$ cat config.mk
export PLATFORM = sky130hd
export DESIGN_NAME = imem_loader
export DESIGN_NICKNAME = d
export VERILOG_FILES = /design/src/rtl/imem_loader.sv
export SDC_FILE = /design/constraint.sdc
export NUM_CORES = 1
export LEC_CHECK = 0
export ABC_AREA = 1
export CAP_MARGIN = 20
export CORE_UTILIZATION = 52
export DETAILED_ROUTE_END_ITERATION = 6
export PLACE_DENSITY = 0.8
export SYNTH_ARGS = -nofsm -noshare
export SYNTH_HDL_FRONTEND = slang
export SYNTH_SLANG_ARGS = --single-unit
export TNS_END_PERCENT = 50
$ cat constraint.sdc
create_clock -name clk -period 2.26 [get_ports clk]
set_input_delay 0.452 -clock clk [delete_from_list [all_inputs] [get_ports clk]]
set_output_delay 0.452 -clock clk [all_outputs]
set_load 0.02 [all_outputs]
$ cat src/rtl/imem_loader.sv
// imem_loader: byte-stream program loader for the instruction memory.
// Parses a 4-byte big-endian word count, packs the following bytes into
// big-endian 32-bit words, writes them to imem and checks a trailing
// mod-256 checksum. The processor is held in reset until a load succeeds.
module imem_loader #(
   parameter logic [31:0] BASE_ADDR   = 32'h0,
   parameter int          DEPTH_WORDS = 64,
   parameter int          ADDR_W      = 32
) (
   input  logic              clk,
   input  logic              reset_n,
   input  logic              in_valid,
   input  logic [7:0]        in_data,
   output logic              in_ready,
   input  logic              restart,
   output logic              mem_we,
   output logic [ADDR_W-1:0] mem_addr,
   output logic [31:0]       mem_wdata,
   output logic              done,
   output logic [1:0]        err_code,
   output logic              cpu_reset_n
);

   localparam int CNT_W = $clog2(DEPTH_WORDS + 1);

   typedef enum logic [2:0] {
      S_HDR  = 3'd0,
      S_DATA = 3'd1,
      S_CSUM = 3'd2,
      S_DONE = 3'd3,
      S_ERR  = 3'd4
   } state_t;

   state_t            r_state;
   state_t            w_state_nxt;
   logic [1:0]        r_byte_cnt;
   logic [CNT_W-1:0]  r_word_cnt;
   logic [CNT_W-1:0]  r_nwords;
   logic [23:0]       r_shift;
   logic [7:0]        r_csum;
   logic              r_mem_we;
   logic [ADDR_W-1:0] r_mem_addr;
   logic [31:0]       r_mem_wdata;
   logic [1:0]        r_err_code;
   logic [1:0]        w_err_nxt;

   logic              w_accept;
   logic              w_last_byte;
   logic              w_last_word;
   logic              w_restart;
   logic [31:0]       w_word;
   logic [7:0]        w_csum_sum;

   // The three previously received bytes plus the current one form a
   // big-endian word; used both for the header count and for data words.
   assign w_accept    = in_valid & in_ready;
   assign w_last_byte = (r_byte_cnt == 2'd3);
   assign w_last_word = ((r_word_cnt + CNT_W'(1)) == r_nwords);
   assign w_word      = {r_shift, in_data};
   assign w_csum_sum  = r_csum + in_data;
   assign w_restart   = restart & ((r_state == S_DONE) | (r_state == S_ERR));

   assign mem_we    = r_mem_we;
   assign mem_addr  = r_mem_addr;
   assign mem_wdata = r_mem_wdata;
   assign err_code  = r_err_code;

   // State register and loader datapath.
   always_ff @(posedge clk) begin
      if (!reset_n) begin
         r_state     <= S_HDR;
         r_byte_cnt  <= '0;
         r_word_cnt  <= '0;
         r_nwords    <= '0;
         r_shift     <= '0;
         r_csum      <= '0;
         r_mem_we    <= 1'b0;
         r_mem_addr  <= '0;
         r_mem_wdata <= '0;
         r_err_code  <= 2'b00;
      end else begin
         r_state    <= w_state_nxt;
         r_err_code <= w_err_nxt;
         r_mem_we   <= 1'b0;
         if (w_restart) begin
            r_byte_cnt <= '0;
            r_word_cnt <= '0;
            r_nwords   <= '0;
            r_shift    <= '0;
            r_csum     <= '0;
         end else if (w_accept) begin
            r_csum     <= w_csum_sum;
            r_byte_cnt <= r_byte_cnt + 2'd1;
            r_shift    <= {r_shift[15:0], in_data};
            // Count is range-checked before DATA is entered, so the
            // truncated copy is exact whenever it is used.
            if (w_last_byte && (r_state == S_HDR)) begin
               r_nwords <= w_word[CNT_W-1:0];
            end
            if (w_last_byte && (r_state == S_DATA)) begin
               r_mem_we    <= 1'b1;
               r_mem_addr  <= ADDR_W'(BASE_ADDR) + (ADDR_W'(r_word_cnt) << 2);
               r_mem_wdata <= w_word;
               r_word_cnt  <= r_word_cnt + CNT_W'(1);
            end
         end
      end
   end

   // Next-state, error code and state-decoded handshake/status outputs.
   always_comb begin
      w_state_nxt = r_state;
      w_err_nxt   = r_err_code;
      in_ready    = 1'b0;
      done        = 1'b0;
      cpu_reset_n = 1'b0;
      case (r_state)
         S_HDR: begin
            in_ready = 1'b1;
            if (w_accept && w_last_byte) begin
               if (w_word > 32'(DEPTH_WORDS)) begin
                  w_state_nxt = S_ERR;
                  w_err_nxt   = 2'b01;
               end else if (w_word == 32'd0) begin
                  w_state_nxt = S_CSUM;
               end else begin
                  w_state_nxt = S_DATA;
               end
            end
         end
         S_DATA: begin
            in_ready = 1'b1;
            if (w_accept && w_last_byte && w_last_word) begin
               w_state_nxt = S_CSUM;
            end
         end
         S_CSUM: begin
            in_ready = 1'b1;
            if (w_accept) begin
               if (w_csum_sum == 8'd0) begin
                  w_state_nxt = S_DONE;
               end else begin
                  w_state_nxt = S_ERR;
                  w_err_nxt   = 2'b10;
               end
            end
         end
         S_DONE: begin
            done        = 1'b1;
            cpu_reset_n = 1'b1;
            if (restart) begin
               w_state_nxt = S_HDR;
               w_err_nxt   = 2'b00;
            end
         end
         S_ERR: begin
            if (restart) begin
               w_state_nxt = S_HDR;
               w_err_nxt   = 2'b00;
            end
         end
         default: begin
            w_state_nxt = S_HDR;
         end
      endcase
   end

endmodule

### Word-level counts from Yosys, hierarchy flattened

Index checks and enable logic that the tools add are counted.

| operators by class | value |
|---|---|
| $add $sub $neg | 3 |
| magnitude comparators | 1 |
| equality and inequality tests | 12 |
| mux-type cells | 17 |
| bitwise operators | 6 |
| reduce and logical (&&, ||, !) cells | 17 |

Operator list:

| operator | count |
|---|---|
| 32-bit by 7-bit > comparator with 1-bit output (second input constant) | 1 |
| 32-bit zero test | 1 |
| 3-bit 2-to-1 mux | 6 |
| 2-bit 2-to-1 mux | 6 |
| 3-bit one-hot mux with 4 select lines | 1 |
| 8-bit adder | 1 |
| 8-bit zero test | 1 |
| 2-bit by 1-bit != test with 1-bit output (second input constant) | 4 |
| 7-bit by 1-bit adder with 7-bit output (second input constant) | 1 |
| 7-bit equality test | 1 |
| 3-bit by 2-bit equality test with 1-bit output (second input constant) | 2 |
| 2-bit one-hot mux with 3 select lines | 1 |
| 6-bit AND reduction | 1 |
| 3-bit OR reduction | 2 |
| 1-bit logical AND | 4 |
| 2-bit != test (second input constant) | 2 |
| 2-bit AND reduction | 2 |
| 4-bit AND reduction | 1 |
| 2-bit OR reduction | 2 |
| 3-bit by 1-bit equality test with 1-bit output (second input constant) | 1 |
| 3-bit equality test (second input constant) | 1 |
| 3-bit zero test | 1 |
| 1-bit 2-to-1 mux | 3 |
| 1-bit NOT | 3 |
| other kinds (6) | 7 |

| word-level totals | value |
|---|---|
| flip-flop bits (word level) | 93 |
| bits of input ports | 12 |
| output and inout port bits | 70 |

### Depth between registers and ports, before layout

Gate-level depths: netlist of the first run.

| depth | value |
|---|---|
| depth after elaboration | 8 |
| depth in mapped cells | 14 |
| depth with buffers taken out | 14 |

### Least setup slack after synthesis of the first run

No wires, ideal clock.

| timing | value |
|---|---|
| path type | input-to-reg |
| from | input in_data[0] |
| to | register r_err_code[0] (netlist: err_code[0]) |
| library setup time | 0.115 ns |
| arrival | 1.926 ns |
| data required time | 2.145 ns |
| path slack | 0.219 ns |
| stages on the path | 12 |
| buffers on the path | 0 |
| cell sequence | ha_1 > fa_1 > nand3_1 > nand2_1 > nand2_1 > nand2_1 > nand2_1 > nand2_1 > nor2_1 > nand3_1 > a21oi_1 > nor2_1 |

| on the way | value |
|---|---|
| cells in the longest elaborated chain, start to end | 4 |
| elaborated cells on any way between the ends | 6 |
| those cells by class | add/sub (1); order compare (1); eq/ne (2); reduce/logical (2) |

Ends and longest elaborated chain:

| what | line | RTL |
|---|---|---|
| from (decl) | 13 | `input logic [7:0] in_data,` |
| 8-bit adder | 60 | `assign w_csum_sum = r_csum + in_data;` |
| 8-bit zero test | 140 | `if (w_csum_sum == 8'd0) begin` |
| 2-bit != test (no source line) | - |  |
| 6-bit AND reduction (no source line) (*) | - |  |
| to (signal assigned) | 83 | `r_err_code <= w_err_nxt;` |
| to (decl) | 44 | `logic [1:0] r_err_code;` |

Mark *: on every way between the ends. The rest lies on a longest branch, timed or not.
A chain may end at the register's enable or synchronous reset.

### Final worst setup path of the first run

| timing | value |
|---|---|
| from | register r_state[1] |
| to | output cpu_reset_n |

| on the way | value |
|---|---|
| cells in the longest elaborated chain, start to end | 2 |

Ends and longest elaborated chain:

| what | line | RTL |
|---|---|---|
| from (decl) | 34 | `state_t r_state;` |
| from (signal assigned) | 82 | `r_state <= w_state_nxt;` |
| 3-bit by 2-bit equality test with 1-bit output | 117 | `case (r_state)` |
| 1-bit 2-to-1 mux | 117 |  |
| to (decl) | 21 | `output logic cpu_reset_n` |

No other way between the ends.

==> reports/summary.txt, run 1 <==
Hold Crit Endpoint: r_shift[17]$_SDFFE_PP0P_
Largest net degree at the start of global routing: 39
Status: finished clean
Post-synth top flop: dfxtp_1
Worst path slowest cell: clkdlybuf4s50_1
Hold Crit Class: reg2reg
Vias: 4075
Placed inst area: 5019 sq um
TritonRoute pass-1 iters: 5
Seq/Total Area, Yosys: 42.53%
Seq cells post-synth: 93
Vias/cell: 5.218
End-of-flow core utilization: 64.31%
Final setup fails: 0
Post-DP HPWL: 7593 um
Slew HR: 65.07%
Max Clk Rate: 0.4583 GHz
Final Cell Area: 5258 sq um
Worst path required time: 1810 ps
Final nets: 693
Clk slew on worst S/H paths: 90 ps
Worst IR Drop VDD: 0.0004520 V
Leak pwr: 2.265 nW
Top Ports: 82
GP Congestion: 0.8415
Clock sink total: 93
Initial antenna violation count: 0
Die area: 8790 sq um
Post-synth EDFFs: 0
Setup crit start kind: register
DR WL/cell: 13.55 um
Mean Syn Cell Area: 7.201 sq um
Final Non-Filler Cells: 781
Routed wire length: 10580 um
Global-route wire length before repair: 17130 um
TritonCTS buffer count: 9
Total chip power: 0.004481 W
Placed cell count: 765
YS warnings: 0
ANT nets after route: 0
Total Routing Usage GR: 25.05%
Insertion delay to the later sink of the worst-skew pair: 380 ps
Post-synthesis cell type count: 30
Post-CTS Setup Bufs: 0
Maxcap violations: 0
Synth Cell Area: 4378 sq um
Setup TNS Final: 0 ps
PD cells: 852.4 nW/um^2
Setup Skew: 13.03 ps
Initial DRC Count: 220
Worst r2r dst: err_code[0]$_SDFFE_PN0P_
H-tree levels: 3
CTS hold repair buffers: 0
CTS tree: yes
Critical path's top delay family: buffers and inverters
Critical path buffer and inverter count: 1
Die height: 93.76 um
Core Area: 8175 sq um
GR Overflow Total: 0
RSZ-0062 raised after global routing: false
Placement Rows: 33
Worst Max-Slew Pin Slew: 521.2 ps
Fraction of layout cells with a size suffix above 1: 10.65%
Min cycle time layout: 2182 ps
Crit path DAT: 1730 ps
Die extent in x: 93.76 um
Starting Density: 53.55%
Post-synthesis cell count: 608
Number of global-route vias before repair: 3757
Critical path's largest stage delay: 620 ps
Largest fanout on the critical path: 5
R2r worst-path depth: 9
Final Hold Fails: 0
Slew Limit Fails: 0
Port bufs: 56
Synthesis-to-layout area growth: 20.09%
Worst-case clock buffer depth: 2
Remaining DRCs: 0
Crit-path cells: nand2_2 > nor2_1 > clkdlybuf4s50_1
Worst R2R Start: r_csum[0]$_SDFFE_PP0P_
Diodes inserted: 0
Hold wc startpoint: r_shift[17]$_SDFFE_PP0P_
Final period utilization: 96.55%
Setup crit end kind: primary output
Setup CP Type: reg2out
Hold Path Stages: 2
Post-synth ARST share: 0%
Clock Tree Root: clkbuf_8
FF-to-FF setup slack: 190 ps
==> worst max path at each step <==
| stage | from | to | cells after the start |
|---|---|---|---|
| 3_3_place_gp | in_data[0] | err_code[0]$_SDFFE_PN0P_ | 13 |
| 4_1_cts | in_data[0] | err_code[1]$_SDFFE_PN0P_ | 13 |
| 6_report | r_state[1]$_SDFFE_PN0P_ | cpu_reset_n | 3 |
| 2_1_floorplan | in_data[0] | err_code[0]$_SDFFE_PN0P_ | 12 |
| 3_5_place_dp | in_data[0] | err_code[0]$_SDFFE_PN0P_ | 13 |
| 5_1_grt | r_state[1]$_SDFFE_PN0P_ | cpu_reset_n | 3 |
==> layout make-up <==
cell class,instances,area [sq um]
Clock buffer,9,123.9
Clock inverter,7,63.81
Fill cell,706,2918
Inverter,71,266.5
Multi-Input combinational cell,416,2047
Sequential cell,93,1862
Tap cell,105,131.4
Timing Repair Buffer,80,763.2
==> worst reg2reg max path: stages, from the launching register on <==
cell	delay, ps
dfxtp_1	330
ha_2	200
fa_2	360
xor2_1	190
nor3_1	220
nand3_1	160
nor2_4	170
nand3_4	120
a21oi_1	160
nor2_1	60
==> routing by layer <==
metal  routed length, um  global-route usage (%)
met1                4515                   30.33
met4                 352                   13.46
met3                 596                   4.450
met5                   0                       0
met2                5120                   42.03
==> per-stage QoR <==
stage               setup slack, ps  hold slack, ps
finish                        78.04           469.9
global route                  4.588           494.4
CTS                           6.812           472.0
detailed placement           -444.6           455.5
global placement             -388.6           450.1
floorplan                     218.6           440.1
==> cells in the final DEF (no fill, tap or decap), types with 3 or more instances in the layout <==
cell type,instances
nand2_1,135
dfxtp_1,93
a21oi_1,77
inv_1,63
o21ai_0,54
clkdlybuf4s50_1,52
nor2_1,49
conb_1,25
buf_4,23
nand3_1,21
clkbuf_8,9
inv_2,8
nand4_1,8
ha_1,8
nand2_2,4
nand3_2,4
nor2_2,4
nor2_4,4
dlymetal6s2s_1,4
xor2_1,3
nor3_1,3
o211ai_1,3
==> timing repair <==
| action | CTS | global route |
|---|---|---|
| pin swaps | 0 | 6 |
| setup endpoints to repair | 4 | 8 |
| gates resized for setup | 1 | 13 |
==> state kept, by name, indices dropped and copies added (netlist names) <==
name	cells
mem_wdata	32
r_shift	24
r_csum	8
mem_addr	7
r_nwords	7
r_word_cnt	7
r_state	3
err_code	2
r_byte_cnt	2
mem_we	1
==> synthesized netlist by cell type, types with 3 or more instances <==
library cell	n	area share, %
inv_1	63	5.4
a21oi_1	78	8.9
buf_2	18	2.1
nand2_1	135	12
nor3_1	3	0.34
inv_2	8	0.69
o211ai_1	3	0.51
clkbuf_1	5	0.43
nand3_2	3	0.69
dfxtp_1	93	43
nand4_1	8	1.1
nand3_1	23	2.6
nor2_2	4	0.57
ha_1	9	2.6
nor2_1	51	4.4
nand2_2	4	0.57
o21ai_0	54	6.2
buf_4	27	4.6
xor2_1	3	0.60
==> kinds of logic after synthesis <==
kind of cell,count (synthesis),synth area share (%)
other cells,1,0.08566
compound gates,140,16.69
simple gates,238,23.35
fa+ha+maj,10,3.030
flops,93,42.53
buf+inv,123,13.72
xor+xnor,3,0.6003
==> report_power, final <==
| group | switching (W) | leakage [nW] | internal, W |
|---|---|---|---|
| Combinational | 0.000976 | 1.42 | 0.000538 |
| Sequential | 0.000123 | 0.753 | 0.00177 |
| Clock | 0.000648 | 0.0903 | 0.000424 |
(Power assumes the default switching activity.)
==> run 2: changes to the inputs <==
--- a/config.mk
+++ b/config.mk
@@ -9,6 +9,7 @@
 export CAP_MARGIN = 20
 export CORE_UTILIZATION = 52
 export DETAILED_ROUTE_END_ITERATION = 6
+export HOLD_SLACK_MARGIN = 0.03
 export PLACE_DENSITY = 0.8
 export SYNTH_ARGS = -nofsm -noshare
 export SYNTH_HDL_FRONTEND = slang
==> results of run 2 <==
Same layout as run 1: the final DEF is identical, and so are final timing and power.
